$ cat src/rtl/pixel_drain.sv
// Drains serialiser batches into a frame memory, one pixel byte per accepted cycle.
// Optional PIXEL_DRAIN_CHECKSUM_EN adds a per-frame modulo-2^16 byte checksum.
module pixel_drain #(
    parameter int FRAME_PIXELS = 76800,
    parameter int ADDR_W       = 17,
    parameter int BATCH        = 16
) (
    input  logic              clk,
    input  logic              rst,
    input  logic              batch_valid,
    input  logic [7:0]        ser_data,
    input  logic              wr_ready,
    input  logic              frame_restart,
    output logic              shift,
    output logic              batch_ack,
    output logic              wr_en,
    output logic [ADDR_W-1:0] wr_addr,
    output logic [7:0]        wr_data,
    output logic              frame_done,
    output logic              busy,
`ifdef PIXEL_DRAIN_CHECKSUM_EN
    output logic [15:0]       frame_sum,
    output logic              sum_valid,
`endif
    output logic [1:0]        dbg_state
);

    // Handshake: a byte moves to memory in a cycle where wr_en && wr_ready;
    // the serialiser advances in that same cycle only when shift is high.

    localparam int CNT_W = $clog2(BATCH);
    localparam logic [CNT_W-1:0]  CNT_LAST  = CNT_W'(BATCH - 1);
    localparam logic [ADDR_W-1:0] ADDR_LAST = ADDR_W'(FRAME_PIXELS - 1);

    typedef enum logic [1:0] {
        IDLE = 2'd0,
        XFER = 2'd1,
        ACK  = 2'd2
    } state_t;

    state_t            state_q, state_d;
    logic [CNT_W-1:0]  cnt_q, cnt_d;
    logic [ADDR_W-1:0] addr_q, addr_d;
    logic              pend_q, pend_d;

    always_comb begin
        state_d    = state_q;
        cnt_d      = cnt_q;
        addr_d     = addr_q;
        pend_d     = pend_q;
        shift      = 1'b0;
        batch_ack  = 1'b0;
        wr_en      = 1'b0;
        frame_done = 1'b0;
        case (state_q)
            IDLE: begin
                if (frame_restart) begin
                    addr_d = '0;
                end
                if (batch_valid) begin
                    state_d = XFER;
                    cnt_d   = '0;
                end
            end
            XFER: begin
                wr_en = 1'b1;
                // A restart mid-batch waits so the batch stays contiguous.
                if (frame_restart) begin
                    pend_d = 1'b1;
                end
                if (wr_ready) begin
                    shift      = (cnt_q != CNT_LAST);
                    frame_done = (addr_q == ADDR_LAST);
                    addr_d     = frame_done ? '0 : addr_q + 1'b1;
                    if (cnt_q == CNT_LAST) begin
                        state_d = ACK;
                    end else begin
                        cnt_d = cnt_q + 1'b1;
                    end
                end
            end
            ACK: begin
                batch_ack = 1'b1;
                state_d   = IDLE;
                pend_d    = 1'b0;
                if (pend_q || frame_restart) begin
                    addr_d = '0;
                end
            end
            default: begin
                state_d = IDLE;
            end
        endcase
    end

    always_ff @(posedge clk) begin
        if (rst) begin
            state_q <= IDLE;
            cnt_q   <= '0;
            addr_q  <= '0;
            pend_q  <= 1'b0;
        end else begin
            state_q <= state_d;
            cnt_q   <= cnt_d;
            addr_q  <= addr_d;
            pend_q  <= pend_d;
        end
    end

    assign wr_addr   = addr_q;
    assign wr_data   = ser_data;
    assign busy      = (state_q != IDLE);
    assign dbg_state = state_q;

`ifdef PIXEL_DRAIN_CHECKSUM_EN
    logic [15:0] sum_q, sum_d;
    logic [15:0] frame_sum_q, frame_sum_d;
    logic        sum_valid_q, sum_valid_d;
    logic        accept;
    logic        restart_applied;

    assign accept          = (state_q == XFER) && wr_ready;
    assign restart_applied = ((state_q == IDLE) && frame_restart) ||
                             ((state_q == ACK) && (pend_q || frame_restart));

    always_comb begin
        sum_d       = sum_q;
        frame_sum_d = frame_sum_q;
        sum_valid_d = 1'b0;
        if (accept) begin
            if (frame_done) begin
                frame_sum_d = sum_q + {8'h00, ser_data};
                sum_valid_d = 1'b1;
                sum_d       = '0;
            end else begin
                sum_d = sum_q + {8'h00, ser_data};
            end
        end
        if (restart_applied) begin
            sum_d = '0;
        end
    end

    always_ff @(posedge clk) begin
        if (rst) begin
            sum_q       <= '0;
            frame_sum_q <= '0;
            sum_valid_q <= 1'b0;
        end else begin
            sum_q       <= sum_d;
            frame_sum_q <= frame_sum_d;
            sum_valid_q <= sum_valid_d;
        end
    end

    assign frame_sum = frame_sum_q;
    assign sum_valid = sum_valid_q;
`endif

endmodule

$ cat config.mk
export PLATFORM = sky130hd
export DESIGN_NAME = pixel_drain
export DESIGN_NICKNAME = d
export VERILOG_FILES = /design/src/rtl/pixel_drain.sv
export SDC_FILE = /design/constraint.sdc
export NUM_CORES = 1
export LEC_CHECK = 0
export CORE_MARGIN = 4
export CORE_UTILIZATION = 48
export DETAILED_ROUTE_END_ITERATION = 12
export PLACE_DENSITY = 0.84
export SLEW_MARGIN = 20
export SYNTH_ARGS = -nofsm -noshare
export SYNTH_HDL_FRONTEND = slang
export SYNTH_SLANG_ARGS = --single-unit
$ cat constraint.sdc
create_clock -name clk -period 3.1 [get_ports clk]
set_clock_uncertainty 0.15 [all_clocks]
set_input_delay 0.62 -clock clk [delete_from_list [all_inputs] [get_ports clk]]
set_output_delay 0.62 -clock clk [all_outputs]
set_load 0.005 [all_outputs]
### Yosys cells after proc, flatten, opt, wreduce, memory -nomap -nowiden

Cells that the tools add are included.

| word-level totals | value |
|---|---|
| flip-flop bits (word level) | 24 |
| memories kept | 0 |
| memory bits (writable) | 0 |
| bits in read-only memories | 0 |
| output and inout bits | 32 |
| latch bits | 0 |

| operators by class | value |
|---|---|
| multiply operators | 0 |
| $add $sub $neg | 2 |
| divide/modulo/power cells | 0 |
| reductions and logical operators | 10 |
| multiplexer cells | 21 |
| magnitude comparators | 0 |
| equality and inequality tests | 12 |
| bitwise gates (word level) | 0 |
| shift operators | 0 |

Operators with widths:

| operator | count |
|---|---|
| 17-bit 2-to-1 mux | 4 |
| 17-bit case mux with 3 select lines | 1 |
| 17-bit by 1-bit adder with 17-bit output (second input constant) | 1 |
| 17-bit equality test (second input constant) | 1 |
| 2-bit inequality test (second input constant) | 7 |
| 4-bit 2-to-1 mux | 3 |
| 4-bit case mux with 2 select lines | 1 |
| 4-bit AND reduction | 2 |
| 1-bit 2-to-1 mux | 7 |
| 2-bit 2-to-1 mux | 3 |
| 2-bit nonzero test | 3 |
| 4-bit by 1-bit adder with 4-bit output (second input constant) | 1 |
| 4-bit equality test (second input constant) | 1 |
| 4-bit inequality test (second input constant) | 1 |
| 2-bit case mux with 2 select lines | 1 |
| 3-bit AND reduction | 1 |
| 3-bit nonzero test | 1 |
| 2-bit by 1-bit equality test with 1-bit output (second input constant) | 1 |
| 2-bit equality test (second input constant) | 1 |
| 2-bit zero test | 1 |
| 1-bit case mux with 2 select lines | 1 |
| 2-bit AND reduction | 1 |
| 1-bit logical OR | 1 |

### Logic depth before layout (Yosys ltp)

Gate-level depths: netlist of run 1.

| depth | value |
|---|---|
| word-level depth | 4 |
| mapped depth | 7 |

### Worst setup path before layout of run 1

No wires, ideal clock.

| timing path | value |
|---|---|
| path type | reg2out |
| start | register addr_q[0], in the netlist wr_addr[0] |
| end | output frame_done |
| arrival | 1.306 ns |
| cell stages (with the launch flop) | 6 |
| required time | 2.330 ns |
| setup slack | 1.024 ns |
| cell sequence | dfxtp_1 > ha_1 > nand2_1 > nor3_2 > nand2_1 > nor2_1 |

| on the way | value |
|---|---|
| longest elaborated chain between the ends | 3 |

RTL lines:

| element | line | RTL |
|---|---|---|
| start, declared | 43 | `logic [ADDR_W-1:0] addr_q, addr_d;` |
| start signal, assigned | 105 | `addr_q <= addr_d;` |
| 17-bit equality test | 73 | `frame_done = (addr_q == ADDR_LAST);` |
| 1-bit 2-to-1 mux | 71 | `if (wr_ready) begin` |
| 1-bit 2-to-1 mux | 55 | `case (state_q)` |
| end, declared | 19 | `output logic frame_done,` |

No other way between the ends.

### Worst setup path after layout of run 1

| timing path | value |
|---|---|
| start | register addr_q[11], in the netlist wr_addr[11] |
| end | output frame_done |

The elaborated chain is that of the path after synthesis.

==> results.tsv, run 1 <==
metric	value	unit
ys_ff_latch	24	
io_pins	45	
drtIter0Drc	61	
grt_overflow_total	0	
cpPeakStageDelay	0.51	ns
dp_hpwl	2290	um
setup_violations	0	
crit_path_end_kind	output pin	
drtAntennaViolNets	0	
yosysTopAreaCell	dfxtp_1	
hold_path.class	reg -> reg	
cts_buffer_depth	2	
diodes	0	
place_area	0.00158	mm2
status	complete, no violations	
yosysWarnings	0	
wl	3080	um
cp.buffers_inverters	1	
grt.total_usage	18.6	%
worst_ep_required_time	2.33	ns
fin_setup_tns	0	ns
path_max_fanout	7	
slew_headroom	67.6	%
synth_edf_count	0	
drv_cap	0	
clockRootBuffer	clkbuf_4	
die_h	60.5	um
cp-start-kind	flop	
rsz0062_at_grt	false	
gp_congestion	0.820	
p_leak	0.541	nW
synthAdderAreaFrac	1.89	%
finalCritPeriodShare	92.2	%
min_period	2.86	ns
synth-simple-area-share	34.0	%
seq_area_frac_synth	36.3	%
vias_per_cell	5.75	
port_buffers	28	
syn_area	0.00132	mm2
path_class	reg -> out	
drive_gt1_share	7.65	%
drt_pass1_iterations	4	
synth_top_area_share	36.3	%
layout.nets	199	
wire_per_inst	14.4	um
slew_violations	0	
numCtsBuffers	3	
syn_avg_cell_area	8.21	um2
ir_drop	0.334	mV
route.detailed.drc	0	
cts_resized	0	
syn-instance-count	161	
die_w	60.5	um
synth_compound_area_share	13.3	%
clk_pin_slew	0.13	ns
syn-num-nets	176	
power	0.580	mW
tightest_slew	0.483	ns
max_freq	350	MHz
power_density	359	mW/mm2
start_util	52.0	%
grt_pass1_vias	1188	
grt_antenna_before_repair	0	
cts_hold_buf	0	
die_area	0.00366	mm2
synth_ff_type	dfxtp_1	
synth.distinct_cells	38	
synth_top_family_by_area	simple AND/OR/NAND/NOR gates	
synth_xor_area_share	7.28	%
cp_slowest_cell	clkdlybuf4s50_1	
rows	18	
core-area	0.00254	mm2
syn2layout_area_growth	22.1	%
htreeDepth	1	
path_delay_family	simple AND/OR/NAND/NOR gates	
grt_pass1_wl	5270	um
post_cts_buffers	0	
synthTopCellsByArea	dfxtp_1, nor2_1, xnor2_1	
vias	1225	
crit_chain	nand4b_1 > nor4_2 > nand2_1 > nor2_1 > clkdlybuf4s50_1	
final_hold_viol_count	0	
final_area	0.00162	mm2
synthMuxAreaShare	0	%
synthArstFlopShare	0	%
cts.sinks	24	
cts_tree	done	
clock_latency	0.32	ns
grt_max_degree	14	
worstPathArrival	2.09	ns
## worst reg2reg max path: stages, from the launching register on
cell and delay (ns):
dfxtp_1 0.37, ha_1 0.28, nand2_1 0.12, nor3_2 0.06, buf_4 0.17, a211oi_4 0.40, nand3_1 0.15, o311ai_1 0.25
## layout by cell type, fill, tap and decap left out, types with 2 or more instances in the layout
| cell | n |
|---|---|
| a21oi_1 | 10 |
| a31oi_1 | 3 |
| and3_1 | 2 |
| and4_1 | 2 |
| buf_4 | 3 |
| clkbuf_4 | 3 |
| clkdlybuf4s50_1 | 28 |
| dfxtp_1 | 24 |
| ha_1 | 2 |
| inv_1 | 3 |
| nand2_1 | 14 |
| nand2b_1 | 5 |
| nand3_1 | 12 |
| nand4_1 | 4 |
| nor2_1 | 20 |
| nor2b_1 | 4 |
| nor3_1 | 4 |
| nor4_1 | 4 |
| o21ai_0 | 6 |
| or3_1 | 2 |
| xnor2_1 | 7 |
| xor2_1 | 4 |
## layout make-up
cell class,count,area [um2]
sequential,24,480
fill,217,930
multi-input combinational,121,747
inverter,3,11.3
clock buffer,4,36.3
tap,30,37.5
timing repair buffer,31,303
## metal layers
| metal | vias up | share of wire (%) | global-route usage (%) |
|---|---|---|---|
| met1 | 560 | 43 | 23.0 |
| met2 | 49 | 49 | 33.5 |
| li1 | 605 | - | - |
| met4 | 0 | 1.3 | 4.33 |
| met3 | 11 | 7.0 | 3.19 |
| met5 | - | 0 | 0 |
## synth_stat cells (all sizes together), types with 3 or more instances
master / number
nand2: 14
xor2: 4
buf: 12
o21ai: 6
nor3: 5
a21oi: 10
dfxtp: 24
nand4: 4
nor4: 5
nand2b: 5
a31oi: 3
inv: 3
nor2b: 4
xnor2: 7
nand3: 12
nor2: 21
## through the flow
step	std cells	setup WS, ns	hold WS [ns]	utilization, %
global placement	209	0.393	0.330	62.0
floorplan	161	1.02	0.316	-
finish	213	0.243	0.365	63.5
detailed placement	209	0.361	0.347	62.0
CTS	213	0.227	0.367	63.5
global route	213	0.00435	0.413	63.5
## registers in the layout (all words and copies together) (netlist names)
register	cells
dbg_state	2
cnt_q	4
pend_q	1
wr_addr	17
## cells by family (layout without fill, tap and decap cells)
logic type	count (synthesis)	in the layout
buf+inv	16	38
compound gates	27	27
xor+xnor	11	11
flops	24	24
simple gates	81	81
fa+ha+maj	2	2
## worst paths after layout
kind | start | to | slack [ns] | cells after the start
hold / removal | wr_addr[1] | wr_addr[1] | 0.37 | 2
hold reg to reg | wr_addr[1] | wr_addr[1] | 0.37 | 2
setup / recovery | wr_addr[11] | frame_done | 0.24 | 5
setup reg to reg | wr_addr[0] | wr_addr[12] | 1.08 | 7
## power breakdown
group          internal, mW  leakage [nW]  switching, mW
sequential            0.316         0.194         0.0102
clock                0.0718        0.0210         0.0949
combinational        0.0403         0.326         0.0465
total                 0.428         0.541          0.152
Note: power is estimated with default switching activity, not from simulation.
==> run 2, diff against run 1 <==
--- a/config.mk
+++ b/config.mk
@@ -6,9 +6,10 @@
 export NUM_CORES = 1
 export LEC_CHECK = 0
 export CORE_MARGIN = 4
-export CORE_UTILIZATION = 48
+export CORE_UTILIZATION = 45
+export CTS_BUF_LIST = sky130_fd_sc_hd__clkbuf_4
 export DETAILED_ROUTE_END_ITERATION = 12
-export PLACE_DENSITY = 0.84
+export PLACE_DENSITY = 0.79
 export SLEW_MARGIN = 20
 export SYNTH_ARGS = -nofsm -noshare
 export SYNTH_HDL_FRONTEND = slang
==> run 2 against run 1 <==
Effect of this change:
- total power is 4.0% lower
- critical endpoint unchanged
- via count hardly changed
- fmax is 0.89% higher
- cell area is 0.54% lower
- clock power is 14% lower
- non-clock buffer count stayed put
- worst setup slack better by 0.025 ns
- sequential power hardly changed
- die area is 5.8% higher
- first-iteration DRC count is 4.9% higher
- core utilization is 5.7 points lower
- sequential share of layout area is 0.16 points higher
==> results.tsv, run 2 (same netlist as run 1, synthesis figures left out) <==
metric	value	unit	change
status	complete, no violations		
reg2reg_depth	7		unchanged
pre_cts_ws	0.357	ns	-0.00422 ns
grt_max_degree	14		unchanged
power_density	347	mW/mm2	-3.5%
final_hold_viol_count	0		unchanged
die_area	0.00387	mm2	+5.8%
clockRootBuffer	clkbuf_4		
wire_per_inst	14.6	um	+0.99%
final_util	57.8	%	-5.7 points
io_pins	45		unchanged
post_cts_buffers	0		unchanged
gp_congestion	0.838		+2.2%
dp_cells	210		+0.48%
rows	19		+1
cts_tree	done		
clock_latency	0.32	ns	about the same
route.detailed.drc	0		unchanged
htreeDepth	1		unchanged
syn2layout_area_growth	21.5	%	
grt.total_usage	16.1	%	-2.4 points
place_area	0.00158	mm2	about the same
final_cell_mix	clkdlybuf4s50_1, dfxtp_1, nor2_1, nand2_1, nand3_1		
max_freq	353	MHz	+0.89%
grt_pass1_vias	1183		-0.42%
finalCritPeriodShare	91.4	%	-0.81 points
die_h	62.2	um	+2.8%
cts_hold_buf	0		unchanged
drtIter0Drc	64		+4.9%
rr_startpoint	wr_addr[0]		
stdcell_count	214		+0.47%
largest_register_ffs	17		unchanged
wl	3120	um	+1.5%
tightest_slew	0.456	ns	-0.0263 ns
core-area	0.00278	mm2	+9.3%
drt_pass1_iterations	5		+1
diodes	0		unchanged
start_util	47.5	%	-4.4 points
grt_antenna_before_repair	0		unchanged
cp-start-kind	flop		
min_period	2.83	ns	-0.0252 ns
slew_violations	0		unchanged
rsz0062_at_grt	false		
numCtsBuffers	3		unchanged
final_area	0.00161	mm2	-0.54%
r2r-end	wr_addr[12]		
port_buffers	28		unchanged
hold_path_startpoint	wr_addr[1]		
drive_gt1_share	7.10	%	-0.55 points
drv_cap	0		unchanged
power	0.557	mW	-4.0%
die_w	62.2	um	+2.8%
crit_path_end_kind	output pin		
cts.sinks	24		unchanged
r2r_slack	1.07	ns	about the same
layout.nets	199		unchanged
dp_hpwl	2300	um	+0.40%
grt_pass1_wl	5310	um	+0.80%
fin_setup_tns	0	ns	unchanged
worstPathArrival	2.06	ns	-0.03 ns
whs_path_depth	2		unchanged
hold_slack	0.361	ns	-0.00370 ns
cts_buffer_depth	2		unchanged
drtAntennaViolNets	0		unchanged
final_common_cell	clkdlybuf4s50_1		
path_max_fanout	7		unchanged
grt_overflow_total	0		unchanged
vias_per_cell	5.73		-0.39%
hold_end	wr_addr[1]		
timing.final.ws_setup	0.268	ns	+0.0252 ns
setup_violations	0		unchanged
path_class	reg -> out		
p_leak	0.535	nW	-1.0%
worst_ep_required_time	2.33	ns	about the same
ir_drop	0.227	mV	-32%
slew_headroom	69.3	%	+1.8 points
hold_path.class	reg -> reg		
cts_resized	0		unchanged
clk_pin_slew	0.14	ns	about the same
vias	1226		+0.082%
-- run 2: changes by cell type in the layout (fill, tap and decap cells not counted) --
cell / previous run / this run
clkinv_1: 0 / 1
clkbuf_8: 1 / 0
-- run 2: metal layers --
metal	vias to the layer above	track usage (%)	routed length (um)
met5	-	0	0
met4	0	5.42	31
met3	4	3.96	172
met2	31	28.1	1560
met1	585	19.0	1360
li1	606	-	-
-- run 2: layout make-up --
type                    instances  area (um2)
inverters                       3        11.3
repair buffers                 31         303
fillers                       267        1170
well taps                      31        38.8
clock inverters                 1        3.75
multi-input cells             121         747
flip-flops and latches         24         480
clock buffers                   3        22.5
-- run 2: power breakdown --
group	internal [mW]	leakage [nW]	switching [mW]	total (mW)
registers	0.316	0.194	0.0103	0.327
clock network	0.0472	0.0154	0.0971	0.144
logic	0.0402	0.326	0.0457	0.0859
total	0.404	0.535	0.153	0.557
-- run 2: worst max-delay path, cell delays in order (launching register included) --
cell,delay (ns)
dfxtp_1,0.47
nand4b_1,0.17
nor4_2,0.37
nand2_1,0.12
nor2_1,0.10
clkdlybuf4s50_1,0.50
-- run 2: how the worst max path moves through the flow --
stage                startpoint    endpoint  slack [ns]  cells past startpoint
floorplan            wr_addr[0]  frame_done        1.02                      5
global placement       wr_ready  frame_done        0.39                      4
detailed placement     wr_ready  frame_done        0.36                      4
CTS                 wr_addr[11]  frame_done        0.24                      5
global route        wr_addr[11]  frame_done        0.10                      5
finish              wr_addr[11]  frame_done        0.27                      5
